**config.mk**
```make
export PLATFORM = sky130hd
export DESIGN_NAME = iccm_arbiter_flat
export DESIGN_NICKNAME = d
export VERILOG_FILES = /design/src/rtl/iccm_pkg.sv /design/src/rtl/iccm_arbiter_if.sv /design/src/rtl/iccm_rsp_router.sv /design/src/rtl/iccm_arbiter.sv /design/src/flat_wrapper.sv
export SDC_FILE = /design/constraint.sdc
export NUM_CORES = 1
export LEC_CHECK = 0
export ABC_AREA = 0
export BUFFER_PORTS_ARGS = -buffer_cell sky130_fd_sc_hd__buf_2
export CORE_MARGIN = 3
export CORE_UTILIZATION = 30
export DETAILED_ROUTE_END_ITERATION = 10
export PLACE_DENSITY = 0.57
export SLEW_MARGIN = 20
export SYNTH_ARGS = -nofsm -noshare
export SYNTH_HDL_FRONTEND = slang
export SYNTH_SLANG_ARGS = --single-unit
```
**constraint.sdc**
```tcl
create_clock -name clk -period 2.7 [get_ports clk]
set_input_delay 0.54 -clock clk [delete_from_list [all_inputs] [get_ports clk]]
set_output_delay 0.54 -clock clk [all_outputs]
set_load 0.005 [all_outputs]
```
**src/rtl/iccm_pkg.sv**
```systemverilog
// ---------------------------------------------------------------------------
// iccm_pkg
// Shared constants and types for the ICCM arbiter slice.
//   ICCM_ADDR_WIDTH / ICCM_DATA_WIDTH : default ICCM geometry (2048 x 32)
//   owner_e : which requester issued an outstanding read
//   state_e : boot/run FSM encoding
// ---------------------------------------------------------------------------
package iccm_pkg;

  localparam int ICCM_ADDR_WIDTH = 11;
  localparam int ICCM_DATA_WIDTH = 32;

  typedef enum logic {
    OWN_IF = 1'b0,
    OWN_LD = 1'b1
  } owner_e;

  typedef enum logic {
    ST_BOOT = 1'b0,
    ST_RUN  = 1'b1
  } state_e;

endpackage

```
**src/rtl/iccm_arbiter_if.sv**
```systemverilog
// ---------------------------------------------------------------------------
// iccm_arbiter_if
// Boundary bundle of the ICCM arbiter: fetch port, loader port, boot
// control and the ICCM controller request/return signals.
//   modport slave  : the arbiter's view
//   modport master : the surrounding system's view (requesters + controller)
// ---------------------------------------------------------------------------
interface iccm_arbiter_if
  import iccm_pkg::*;
#(
  parameter int ADDR_WIDTH = ICCM_ADDR_WIDTH,
  parameter int DATA_WIDTH = ICCM_DATA_WIDTH
);

  // fetch port
  logic                  if_req;
  logic [ADDR_WIDTH-1:0] if_addr;
  logic                  if_gnt;
  logic                  if_rvalid;
  logic [DATA_WIDTH-1:0] if_rdata;
  // loader port
  logic                  ld_req;
  logic                  ld_we;
  logic [ADDR_WIDTH-1:0] ld_addr;
  logic [DATA_WIDTH-1:0] ld_wdata;
  logic                  ld_gnt;
  logic                  ld_rvalid;
  logic [DATA_WIDTH-1:0] ld_rdata;
  // boot control
  logic                  boot_done;
  logic                  in_boot;
  // ICCM controller
  logic                  cntlr_rd;
  logic [ADDR_WIDTH-1:0] cntlr_raddr;
  logic                  cntlr_wr;
  logic [ADDR_WIDTH-1:0] cntlr_waddr;
  logic [DATA_WIDTH-1:0] cntlr_wr_data;
  logic [DATA_WIDTH-1:0] cntlr_rd_data;
  logic                  cntlr_rd_valid;

  modport slave (
    input  if_req, if_addr, ld_req, ld_we, ld_addr, ld_wdata, boot_done,
           cntlr_rd_data, cntlr_rd_valid,
    output if_gnt, if_rvalid, if_rdata, ld_gnt, ld_rvalid, ld_rdata, in_boot,
           cntlr_rd, cntlr_raddr, cntlr_wr, cntlr_waddr, cntlr_wr_data
  );

  modport master (
    output if_req, if_addr, ld_req, ld_we, ld_addr, ld_wdata, boot_done,
           cntlr_rd_data, cntlr_rd_valid,
    input  if_gnt, if_rvalid, if_rdata, ld_gnt, ld_rvalid, ld_rdata, in_boot,
           cntlr_rd, cntlr_raddr, cntlr_wr, cntlr_waddr, cntlr_wr_data
  );

endinterface

```
**src/rtl/iccm_rsp_router.sv**
```systemverilog
// ---------------------------------------------------------------------------
// iccm_rsp_router
// Tracks who issued each outstanding read and steers the controller's read
// return to that requester through one register stage.
//   clk, rst            : clock, async active-high reset
//   rd_grant_i          : a read was granted to the controller this cycle
//   rd_owner_i          : requester of that read
//   rd_valid_i/rd_data_i: controller read return
//   if_rvalid_o/if_rdata_o, ld_rvalid_o/ld_rdata_o : registered returns
// ---------------------------------------------------------------------------
module iccm_rsp_router
  import iccm_pkg::*;
#(
  parameter int DATA_WIDTH = ICCM_DATA_WIDTH
) (
  input  logic                  clk,
  input  logic                  rst,
  input  logic                  rd_grant_i,
  input  owner_e                rd_owner_i,
  input  logic                  rd_valid_i,
  input  logic [DATA_WIDTH-1:0] rd_data_i,
  output logic                  if_rvalid_o,
  output logic [DATA_WIDTH-1:0] if_rdata_o,
  output logic                  ld_rvalid_o,
  output logic [DATA_WIDTH-1:0] ld_rdata_o
);

  // Two-entry in-order queue of owner bits; entry 0 is the oldest read.
  owner_e own_q [2];
  owner_e own_d [2];
  logic [1:0] cnt_q, cnt_d;
  logic [1:0] cnt_pop;
  logic       pop, push;
  logic       ret_if, ret_ld;

  logic                  if_rvalid_q, ld_rvalid_q;
  logic [DATA_WIDTH-1:0] if_rdata_q, ld_rdata_q;

  always_comb begin
    own_d[0] = own_q[0];
    own_d[1] = own_q[1];
    // A return with nothing outstanding (e.g. a read in flight across reset)
    // is dropped rather than routed to a stale owner.
    pop      = rd_valid_i && (cnt_q != 2'd0);
    cnt_pop  = cnt_q - {1'b0, pop};
    push     = rd_grant_i && (cnt_pop != 2'd2);
    if (pop) begin
      own_d[0] = own_q[1];
    end
    // New read lands right behind whatever is still outstanding after the pop.
    if (push) begin
      own_d[cnt_pop[0]] = rd_owner_i;
    end
    cnt_d  = cnt_pop + {1'b0, push};
    ret_if = pop && (own_q[0] == OWN_IF);
    ret_ld = pop && (own_q[0] == OWN_LD);
  end

  for (genvar gi = 0; gi < 2; gi++) begin : g_own
    always_ff @(posedge clk or posedge rst) begin
      if (rst) own_q[gi] <= OWN_LD;
      else     own_q[gi] <= own_d[gi];
    end
  end

  always_ff @(posedge clk or posedge rst) begin
    if (rst) begin
      cnt_q       <= 2'd0;
      if_rvalid_q <= 1'b0;
      ld_rvalid_q <= 1'b0;
      if_rdata_q  <= '0;
      ld_rdata_q  <= '0;
    end else begin
      cnt_q       <= cnt_d;
      if_rvalid_q <= ret_if;
      ld_rvalid_q <= ret_ld;
      if (ret_if) if_rdata_q <= rd_data_i;
      if (ret_ld) ld_rdata_q <= rd_data_i;
    end
  end

  assign if_rvalid_o = if_rvalid_q;
  assign if_rdata_o  = if_rdata_q;
  assign ld_rvalid_o = ld_rvalid_q;
  assign ld_rdata_o  = ld_rdata_q;

endmodule

```
**src/rtl/iccm_arbiter.sv**
```systemverilog
// ---------------------------------------------------------------------------
// iccm_arbiter
// Shares the ICCM controller port between instruction fetch (read-only) and
// the boot/debug loader (read/write). Fetch is held off until boot_done;
// afterwards the loader has priority, bounded by an anti-starvation counter.
//   clk, rst : clock, async active-high reset
//   bus      : iccm_arbiter_if.slave (fetch, loader, boot, controller ports)
// ---------------------------------------------------------------------------
module iccm_arbiter
  import iccm_pkg::*;
#(
  parameter int ADDR_WIDTH   = ICCM_ADDR_WIDTH,
  parameter int DATA_WIDTH   = ICCM_DATA_WIDTH,
  parameter int STARVE_LIMIT = 4
) (
  input logic            clk,
  input logic            rst,
  iccm_arbiter_if.slave  bus
);

  localparam logic [3:0] LIMIT = 4'(STARVE_LIMIT);

  state_e     state_q, state_d;
  logic [3:0] starve_q, starve_d;

  logic                  if_gnt, ld_gnt;
  logic                  rd_grant;
  owner_e                rd_owner;
  logic                  cntlr_rd, cntlr_wr;
  logic [ADDR_WIDTH-1:0] cntlr_raddr, cntlr_waddr;
  logic [DATA_WIDTH-1:0] cntlr_wr_data;

  // FSM, grant and starvation next-state
  always_comb begin
    state_d  = state_q;
    starve_d = starve_q;
    if_gnt   = 1'b0;
    ld_gnt   = 1'b0;
    case (state_q)
      ST_BOOT: begin
        ld_gnt   = bus.ld_req;
        starve_d = 4'd0;
        if (bus.boot_done) state_d = ST_RUN;
      end
      default: begin
        if (bus.ld_req && bus.if_req) begin
          if (starve_q == LIMIT) if_gnt = 1'b1;
          else                   ld_gnt = 1'b1;
        end else begin
          ld_gnt = bus.ld_req;
          if_gnt = bus.if_req;
        end
        if (!bus.if_req || if_gnt) starve_d = 4'd0;
        else if (ld_gnt && starve_q < LIMIT) starve_d = starve_q + 4'd1;
      end
    endcase
  end

  always_ff @(posedge clk or posedge rst) begin
    if (rst) begin
      state_q  <= ST_BOOT;
      starve_q <= 4'd0;
    end else begin
      state_q  <= state_d;
      starve_q <= starve_d;
    end
  end

  // Controller drive straight from the granted request
  always_comb begin
    cntlr_rd      = 1'b0;
    cntlr_raddr   = '0;
    cntlr_wr      = 1'b0;
    cntlr_waddr   = '0;
    cntlr_wr_data = '0;
    if (if_gnt) begin
      cntlr_rd    = 1'b1;
      cntlr_raddr = bus.if_addr;
    end else if (ld_gnt && !bus.ld_we) begin
      cntlr_rd    = 1'b1;
      cntlr_raddr = bus.ld_addr;
    end else if (ld_gnt) begin
      cntlr_wr      = 1'b1;
      cntlr_waddr   = bus.ld_addr;
      cntlr_wr_data = bus.ld_wdata;
    end
  end

  assign rd_grant = cntlr_rd;
  assign rd_owner = if_gnt ? OWN_IF : OWN_LD;

  iccm_rsp_router #(
    .DATA_WIDTH (DATA_WIDTH)
  ) u_rsp_router (
    .clk         (clk),
    .rst         (rst),
    .rd_grant_i  (rd_grant),
    .rd_owner_i  (rd_owner),
    .rd_valid_i  (bus.cntlr_rd_valid),
    .rd_data_i   (bus.cntlr_rd_data),
    .if_rvalid_o (bus.if_rvalid),
    .if_rdata_o  (bus.if_rdata),
    .ld_rvalid_o (bus.ld_rvalid),
    .ld_rdata_o  (bus.ld_rdata)
  );

  assign bus.if_gnt        = if_gnt;
  assign bus.ld_gnt        = ld_gnt;
  assign bus.in_boot       = (state_q == ST_BOOT);
  assign bus.cntlr_rd      = cntlr_rd;
  assign bus.cntlr_raddr   = cntlr_raddr;
  assign bus.cntlr_wr      = cntlr_wr;
  assign bus.cntlr_waddr   = cntlr_waddr;
  assign bus.cntlr_wr_data = cntlr_wr_data;

endmodule

```
**src/flat_wrapper.sv**
```systemverilog
// flat-port wrapper written by rule: the top's interface ports become plain ports
module iccm_arbiter_flat import iccm_pkg::*;
#(
  parameter int ADDR_WIDTH   = ICCM_ADDR_WIDTH,
  parameter int DATA_WIDTH   = ICCM_DATA_WIDTH,
  parameter int STARVE_LIMIT = 4
)
  (clk, rst, bus_if_req, bus_if_addr, bus_ld_req, bus_ld_we, bus_ld_addr, bus_ld_wdata, bus_boot_done, bus_cntlr_rd_data, bus_cntlr_rd_valid, bus_if_gnt, bus_if_rvalid, bus_if_rdata, bus_ld_gnt, bus_ld_rvalid, bus_ld_rdata, bus_in_boot, bus_cntlr_rd, bus_cntlr_raddr, bus_cntlr_wr, bus_cntlr_waddr, bus_cntlr_wr_data);
  iccm_arbiter_if #(.ADDR_WIDTH(ADDR_WIDTH), .DATA_WIDTH(DATA_WIDTH)) bus_i ();
  input logic clk;
  input logic rst;
  input wire logic [$bits(bus_i.if_req)-1:0] bus_if_req;
  input wire logic [$bits(bus_i.if_addr)-1:0] bus_if_addr;
  input wire logic [$bits(bus_i.ld_req)-1:0] bus_ld_req;
  input wire logic [$bits(bus_i.ld_we)-1:0] bus_ld_we;
  input wire logic [$bits(bus_i.ld_addr)-1:0] bus_ld_addr;
  input wire logic [$bits(bus_i.ld_wdata)-1:0] bus_ld_wdata;
  input wire logic [$bits(bus_i.boot_done)-1:0] bus_boot_done;
  input wire logic [$bits(bus_i.cntlr_rd_data)-1:0] bus_cntlr_rd_data;
  input wire logic [$bits(bus_i.cntlr_rd_valid)-1:0] bus_cntlr_rd_valid;
  output wire logic [$bits(bus_i.if_gnt)-1:0] bus_if_gnt;
  output wire logic [$bits(bus_i.if_rvalid)-1:0] bus_if_rvalid;
  output wire logic [$bits(bus_i.if_rdata)-1:0] bus_if_rdata;
  output wire logic [$bits(bus_i.ld_gnt)-1:0] bus_ld_gnt;
  output wire logic [$bits(bus_i.ld_rvalid)-1:0] bus_ld_rvalid;
  output wire logic [$bits(bus_i.ld_rdata)-1:0] bus_ld_rdata;
  output wire logic [$bits(bus_i.in_boot)-1:0] bus_in_boot;
  output wire logic [$bits(bus_i.cntlr_rd)-1:0] bus_cntlr_rd;
  output wire logic [$bits(bus_i.cntlr_raddr)-1:0] bus_cntlr_raddr;
  output wire logic [$bits(bus_i.cntlr_wr)-1:0] bus_cntlr_wr;
  output wire logic [$bits(bus_i.cntlr_waddr)-1:0] bus_cntlr_waddr;
  output wire logic [$bits(bus_i.cntlr_wr_data)-1:0] bus_cntlr_wr_data;
  assign bus_i.if_req = bus_if_req;
  assign bus_i.if_addr = bus_if_addr;
  assign bus_i.ld_req = bus_ld_req;
  assign bus_i.ld_we = bus_ld_we;
  assign bus_i.ld_addr = bus_ld_addr;
  assign bus_i.ld_wdata = bus_ld_wdata;
  assign bus_i.boot_done = bus_boot_done;
  assign bus_i.cntlr_rd_data = bus_cntlr_rd_data;
  assign bus_i.cntlr_rd_valid = bus_cntlr_rd_valid;
  assign bus_if_gnt = bus_i.if_gnt;
  assign bus_if_rvalid = bus_i.if_rvalid;
  assign bus_if_rdata = bus_i.if_rdata;
  assign bus_ld_gnt = bus_i.ld_gnt;
  assign bus_ld_rvalid = bus_i.ld_rvalid;
  assign bus_ld_rdata = bus_i.ld_rdata;
  assign bus_in_boot = bus_i.in_boot;
  assign bus_cntlr_rd = bus_i.cntlr_rd;
  assign bus_cntlr_raddr = bus_i.cntlr_raddr;
  assign bus_cntlr_wr = bus_i.cntlr_wr;
  assign bus_cntlr_waddr = bus_i.cntlr_waddr;
  assign bus_cntlr_wr_data = bus_i.cntlr_wr_data;
  iccm_arbiter #(.ADDR_WIDTH(ADDR_WIDTH), .DATA_WIDTH(DATA_WIDTH), .STARVE_LIMIT(STARVE_LIMIT)) u_core (.clk(clk), .rst(rst), .bus(bus_i));
endmodule
```
Yosys cells after proc, flatten, opt, wreduce, memory -nomap -nowiden
Cells that the tools add are included.
{"block": "op_classes", "add_sub_neg": 3, "order_cmp": 3, "eq_ne": 3, "muxes": 32, "bitwise": 3, "reduce_logical": 12}
{"op": "two-way mux 32 bit", "n": 3}
{"op": "two-way mux 11 bit", "n": 5}
{"op": "two-way mux 1 bit", "n": 18}
{"op": "two-way mux 4 bit", "n": 3}
{"op": "logical AND 1 bit", "n": 8}
{"op": "adder 4 x 1 -> 4 bit (second input constant)", "n": 1}
{"op": "== test 4 x 3 -> 1 bit (second input constant)", "n": 1}
{"op": "less-than comparator 4 x 3 -> 1 bit (second input constant)", "n": 1}
{"op": "inequality test 3 bit (second input constant)", "n": 1}
{"op": "adder 2 x 1 -> 2 bit", "n": 1}
{"op": "bitwise mux 2 bit", "n": 1}
{"op": ">= comparator 2 bit (second input constant)", "n": 1}
{"op": "zero test 1 bit", "n": 2}
{"op": "less-than comparator 2 x 1 -> 1 bit (second input constant)", "n": 1}
{"op": "two-way mux 2 bit", "n": 1}
{"op": "inequality test 2 bit (second input constant)", "n": 1}
{"op": "NOT 1 bit", "n": 2}
{"op": "NOT 1 -> 2 bit", "n": 1}
{"op": "nonzero test 2 bit", "n": 1}
{"op": "subtractor 2 x 1 -> 2 bit", "n": 1}
{"op": "demux 1 bit (select 1 bit)", "n": 1}
{"op": "logical OR 1 bit", "n": 1}
{"block": "totals", "regBits": 75, "input_bits": 93, "output_inout_bits": 125, "wordCells": 65}

Depth between registers and ports, before layout
{"block": "logic_depth", "depth_word": 10, "depth_mapped": 9, "mapped_depth_nobuf": 9}

Modules after synthesis
From an unflattened synthesis, not the netlist that was laid out.
{"block": "unflattened", "hier_cells": 266, "hier_area_um2": 3787.4}
{"module": "iccm_rsp_router", "n_inst": 1, "cells_per_inst": 167, "area_per_inst_um2": 3005.4, "seq_area_each_um2": 1754.2}
{"module": "iccm_arbiter", "n_inst": 1, "cells_per_inst": 99, "area_per_inst_um2": 782.0, "seq_area_each_um2": 125.1}

Worst setup path before layout
No wires, ideal clock.
{"block": "synth_timing", "kind": "register -> output", "startpoint": "register u_core.starve_q[0]", "endpoint": "output port bus_cntlr_waddr[2]", "arrival_ps": 1354, "required_time_ps": 2160, "slack_ps": 806, "path_stages_with_launch": 8, "path_cell_list": "dfrtp_1 inv_1 ha_1 nand3b_2 o21ai_2 nor2_2 clkbuf_1 and2_1"}
{"block": "synth_via", "elab_chain_cells": 8, "elab_cells_between_ends": 13, "cone_classes": "1 x eq/ne; 11 x mux; 1 x reduce/logical"}
{"item": "start: declaration", "line": "iccm_arbiter.sv:24", "text": "logic [3:0] starve_q, starve_d;"}
{"item": "start signal: assignment", "line": "iccm_arbiter.sv:65", "text": "starve_q <= starve_d;"}
{"item": "== test 4 x 3 -> 1 bit (*)", "line": "iccm_arbiter.sv:47", "text": "if (starve_q == LIMIT) if_gnt = 1'b1;"}
{"item": "two-way mux 1 bit", "line": "iccm_arbiter.sv:47"}
{"item": "two-way mux 1 bit", "line": "iccm_arbiter.sv:46", "text": "if (bus.ld_req && bus.if_req) begin"}
{"item": "two-way mux 1 bit (2 in a row)", "line": "iccm_arbiter.sv:39", "text": "case (state_q)"}
{"item": "two-way mux 11 bit or logical AND 1 bit (tied branches)", "line": "iccm_arbiter.sv:82, iccm_arbiter.sv:79"}
{"item": "two-way mux 11 bit", "line": "iccm_arbiter.sv:79", "text": "end else if (ld_gnt && !bus.ld_we) begin"}
{"item": "two-way mux 11 bit (*)", "line": "iccm_arbiter.sv:76", "text": "if (if_gnt) begin"}
{"item": "end: declaration", "line": "flat_wrapper.sv:31", "text": "output wire logic [$bits(bus_i.cntlr_waddr)-1:0] bus_cntlr_waddr;"}
Mark *: on every way between the ends. The rest lies on a longest branch, timed or not. The select of a mux whose other input is x is not followed.

Worst setup path after layout
{"block": "layout_timing", "startpoint": "register u_core.starve_q[0]", "endpoint": "output port bus_cntlr_raddr[6]"}
{"block": "layout_via", "elab_chain_cells": 8, "elab_cells_between_ends": 12, "cone_classes": "1 x eq/ne; 10 x mux; 1 x reduce/logical"}
{"item": "== test 4 x 3 -> 1 bit (*)", "line": "iccm_arbiter.sv:47"}
{"item": "two-way mux 1 bit", "line": "iccm_arbiter.sv:47"}
{"item": "two-way mux 1 bit", "line": "iccm_arbiter.sv:46"}
{"item": "two-way mux 1 bit (2 in a row)", "line": "iccm_arbiter.sv:39"}
{"item": "logical AND 1 bit", "line": "iccm_arbiter.sv:79"}
{"item": "two-way mux 11 bit", "line": "iccm_arbiter.sv:79"}
{"item": "two-way mux 11 bit (*)", "line": "iccm_arbiter.sv:76"}
{"item": "end: declaration", "line": "flat_wrapper.sv:29", "text": "output wire logic [$bits(bus_i.cntlr_raddr)-1:0] bus_cntlr_raddr;"}
Marked as above.

==> flow_summary_export.csv <==
group,metric,value,unit
clocking,cts_buffers,9,
sta,fin_worst_skew,0.00593,ns
routing,routed_wl,9.90,mm
sta,worst_slew_pin_slew,0.495,ns
clocking,clkSinkCount,75,
sta,slew_viol_final,0,
logic_synthesis,synthFlopType,"dfrtp_1",
floorplanning,die_area,0.0131,sq mm
clocking,ctsRootBufferMaster,"clkbuf_16",
worst_setup_path,worstSetupPathType,"reg2out",
global_routing,track_usage,0.153,
worst_setup_path,cp-start-kind,"register",
clocking,clock_path_buffers,2,
global_routing,grt_pass1_wl,15.3,mm
worst_setup_path,cp_cell_sequence,"inv_1 > ha_1 > nand3b_2 > o21ai_2 > nor2_2 > a22o_1 > buf_2",
global_routing,antenna_found_initial,1,
clocking,holdBufCountCts,0,
floorplanning,die_w,114,um
worst_setup_path,cp-end-kind,"primary output",
routing,drt_iter0_markers,96,
cells_and_area,final_layout_size_suffix_gt1_frac,0.651,
worst_setup_path,reg2reg_from,"u_core.starve_q[0]$_DFFE_PP0P_",
placement,gp_congestion,0.879,
routing,drc,0,
logic_synthesis,synthCells,258,
logic_synthesis,avgSynthCellArea,13.6,sq um
power,powerDensity,992,mW/mm^2
sta,final.period_utilization,0.927,
logic_synthesis,synth-async-reset-ratio,1.00,
run_status,run_status,"complete, no violations",
worst_setup_path,reg2reg_depth,9,
sta,slew_headroom,0.670,
routing,vias_per_cell,4.47,
routing,wire_per_inst,15.8,um
floorplanning,core_area,0.0112,sq mm
routing,ant_nets,0,
logic_synthesis,synth-seq-area-share,0.534,
worst_setup_path,cp_slowest_cell,"nor2_2",
worst_setup_path,slowest_delay,0.40,ns
global_routing,grt_pass1_vias,2982,
sta,fin_crit,2.50,ns
worst_setup_path,path_max_fanout,11,
worst_setup_path,cp.arrival,1.96,ns
logic_synthesis,synth_edf_count,0,
sta,whs,0.292,ns
logic_synthesis,synth_area,0.00352,sq mm
placement,port_buffers,217,
power,p_leak,0.00267,uW
floorplanning,die_y,114,um
sta,hold_violations,0,
clocking,cts_tree,"done",
routing,vias,2795,
power,max-vdd-ir-drop,0.512,mV
sta,fin_tns_setup,0,ns
worst_hold_path,min_path_type,"in2async",
global_routing,globalRouteOverflowTotal,0,
sta,fmax,399,MHz
logic_synthesis,yosysWarnings,0,
floorplanning,ios,218,
cells_and_area,nets,576,
worst_setup_path,required,2.16,ns
floorplanning,start_util,0.315,
clocking,insertion_delay,0.33,ns
clocking,clk_pin_slew,0.06,ns
placement,dpl.hpwl,7.74,mm
routing,dr.pass1.iters,3,
global_routing,grt_max_degree,76,
run,cap_viol_max_count,0,
clocking,cts_setup_buffers,0,
worst_setup_path,r2r_setup_slack,0.71,ns
logic_synthesis,ys_types,34,
power,finalPower,4960,uW
sta,setup_violations,0,
cells_and_area,area_growth,42.2,%
floorplanning,num_rows,38,
clocking,htreeDepth,3,
sta,rsz0062_at_grt,"false",
logic_synthesis,synth-seq-cells,75,
logic_synthesis,syn-num-nets,355,
-- worst max-delay path: cells and delay by family (launching register included) --
kind            cells  cell delay (ns)
simple gates        2             0.57
flops               1             0.38
compound gates      2             0.30
fa+ha+maj           1             0.21
buf+inv             2             0.17
-- worst max path at each step --
stage,from,to,slack [ns],depth (start not counted)
global placement,bus_if_req,bus_cntlr_raddr[6],0.38,6
floorplan,rst,u_core.starve_q[0]$_DFFE_PP0P_,0.25,1
detailed placement,u_core.starve_q[0]$_DFFE_PP0P_,bus_cntlr_raddr[3],0.32,7
global route,u_core.starve_q[0]$_DFFE_PP0P_,bus_cntlr_raddr[0],0.007,7
CTS,u_core.starve_q[0]$_DFFE_PP0P_,bus_cntlr_raddr[6],0.07,6
finish,u_core.starve_q[0]$_DFFE_PP0P_,bus_cntlr_raddr[6],0.20,7
-- routing by layer --
layer  vias up  part of all wire  track usage
met5         -                 0            0
met4         0             0.011       0.0578
met3        10             0.095       0.0576
met2       135              0.53        0.270
met1      1326              0.37        0.165
li1       1324                 -            -
-- cells in the mapped netlist, types with 2 or more instances --
library cell	count	area (sq um)
a22o_1	11	96.3
inv_1	12	45.0
buf_12	3	60.1
nand2b_1	2	12.5
clkbuf_1	3	11.3
mux2_2	36	405
buf_2	3	15.0
mux2_4	29	435
buf_4	3	22.5
nor2_1	6	22.5
dfstp_2	2	52.6
ha_1	4	50.1
nand2_1	3	11.3
nor3_1	2	10.0
nand3_1	2	10.0
and2_1	43	269
dfrtp_1	73	1830
xnor2_1	2	17.5
a21oi_1	4	20.0
-- sequential cells by signal, indices dropped and copies added (netlist names), named ones only --
name,count
u_core.starve_q,4
u_core.u_rsp_router.cnt_q,2
u_core.u_rsp_router.ld_rvalid_o,1
u_core.u_rsp_router.own_q,1
u_core.u_rsp_router.ld_rdata_o,32
u_core.state_q,1
u_core.u_rsp_router.if_rdata_o,32
u_core.u_rsp_router.if_rvalid_o,1
-- cells by family after synthesis --
logic type,after synthesis,synth area share
compound gates,23,0.0515
xor+xnor,2,0.00498
fa+ha+maj,4,0.0142
buf+inv,25,0.0469
flops,75,0.534
mux,65,0.239
simple gates,64,0.110
-- report_power, final --
group | internal (uW) | leakage (uW) | switching [uW]
combinational | 1190 | 0.00165 | 762
sequential | 1680 | 0.000887 | 260
clock | 642 | 0.000139 | 439
total | 3500 | 0.00267 | 1460
-- what timing repair did --
item,4_1_cts,5_1_grt
endpoints found under the setup margin,11,12
pin swaps,0,0
resized for setup,1,2
-- stage by stage --
stage	instance area (sq um)	worst slack (ns)	std cells	utilization
6_report	5010	0.196	625	0.448
5_1_grt	5010	0.00732	625	0.448
4_1_cts	4990	0.0662	624	0.447
3_5_place_dp	4720	0.315	608	0.422
3_3_place_gp	4720	0.379	608	0.422
2_1_floorplan	3520	0.253	258	-
-- area by class of cell --
cell class                      count  area (sq um)
Fill cell                        1074          6170
Tap cell                          140           175
Inverter                           12          45.0
Clock buffer                       11           243
Antenna cell                        1          2.50
Clock inverter                      5          28.8
Sequential cell                    75          1880
Multi-Input combinational cell    158          1490
Timing Repair Buffer              223          1150
-- cells in the final DEF (no fill, tap or decap), types with 3 or more instances in the layout --
cell	count
buf_2	217
dfrtp_1	73
and2_1	43
mux2_2	36
mux2_4	29
inv_1	11
a22o_1	11
clkbuf_16	9
nor2_1	5
a21oi_1	4
ha_1	4
clkinv_2	4
buf_4	4
nand2_1	3
No activity file was read; power rests on OpenSTA's default activity.
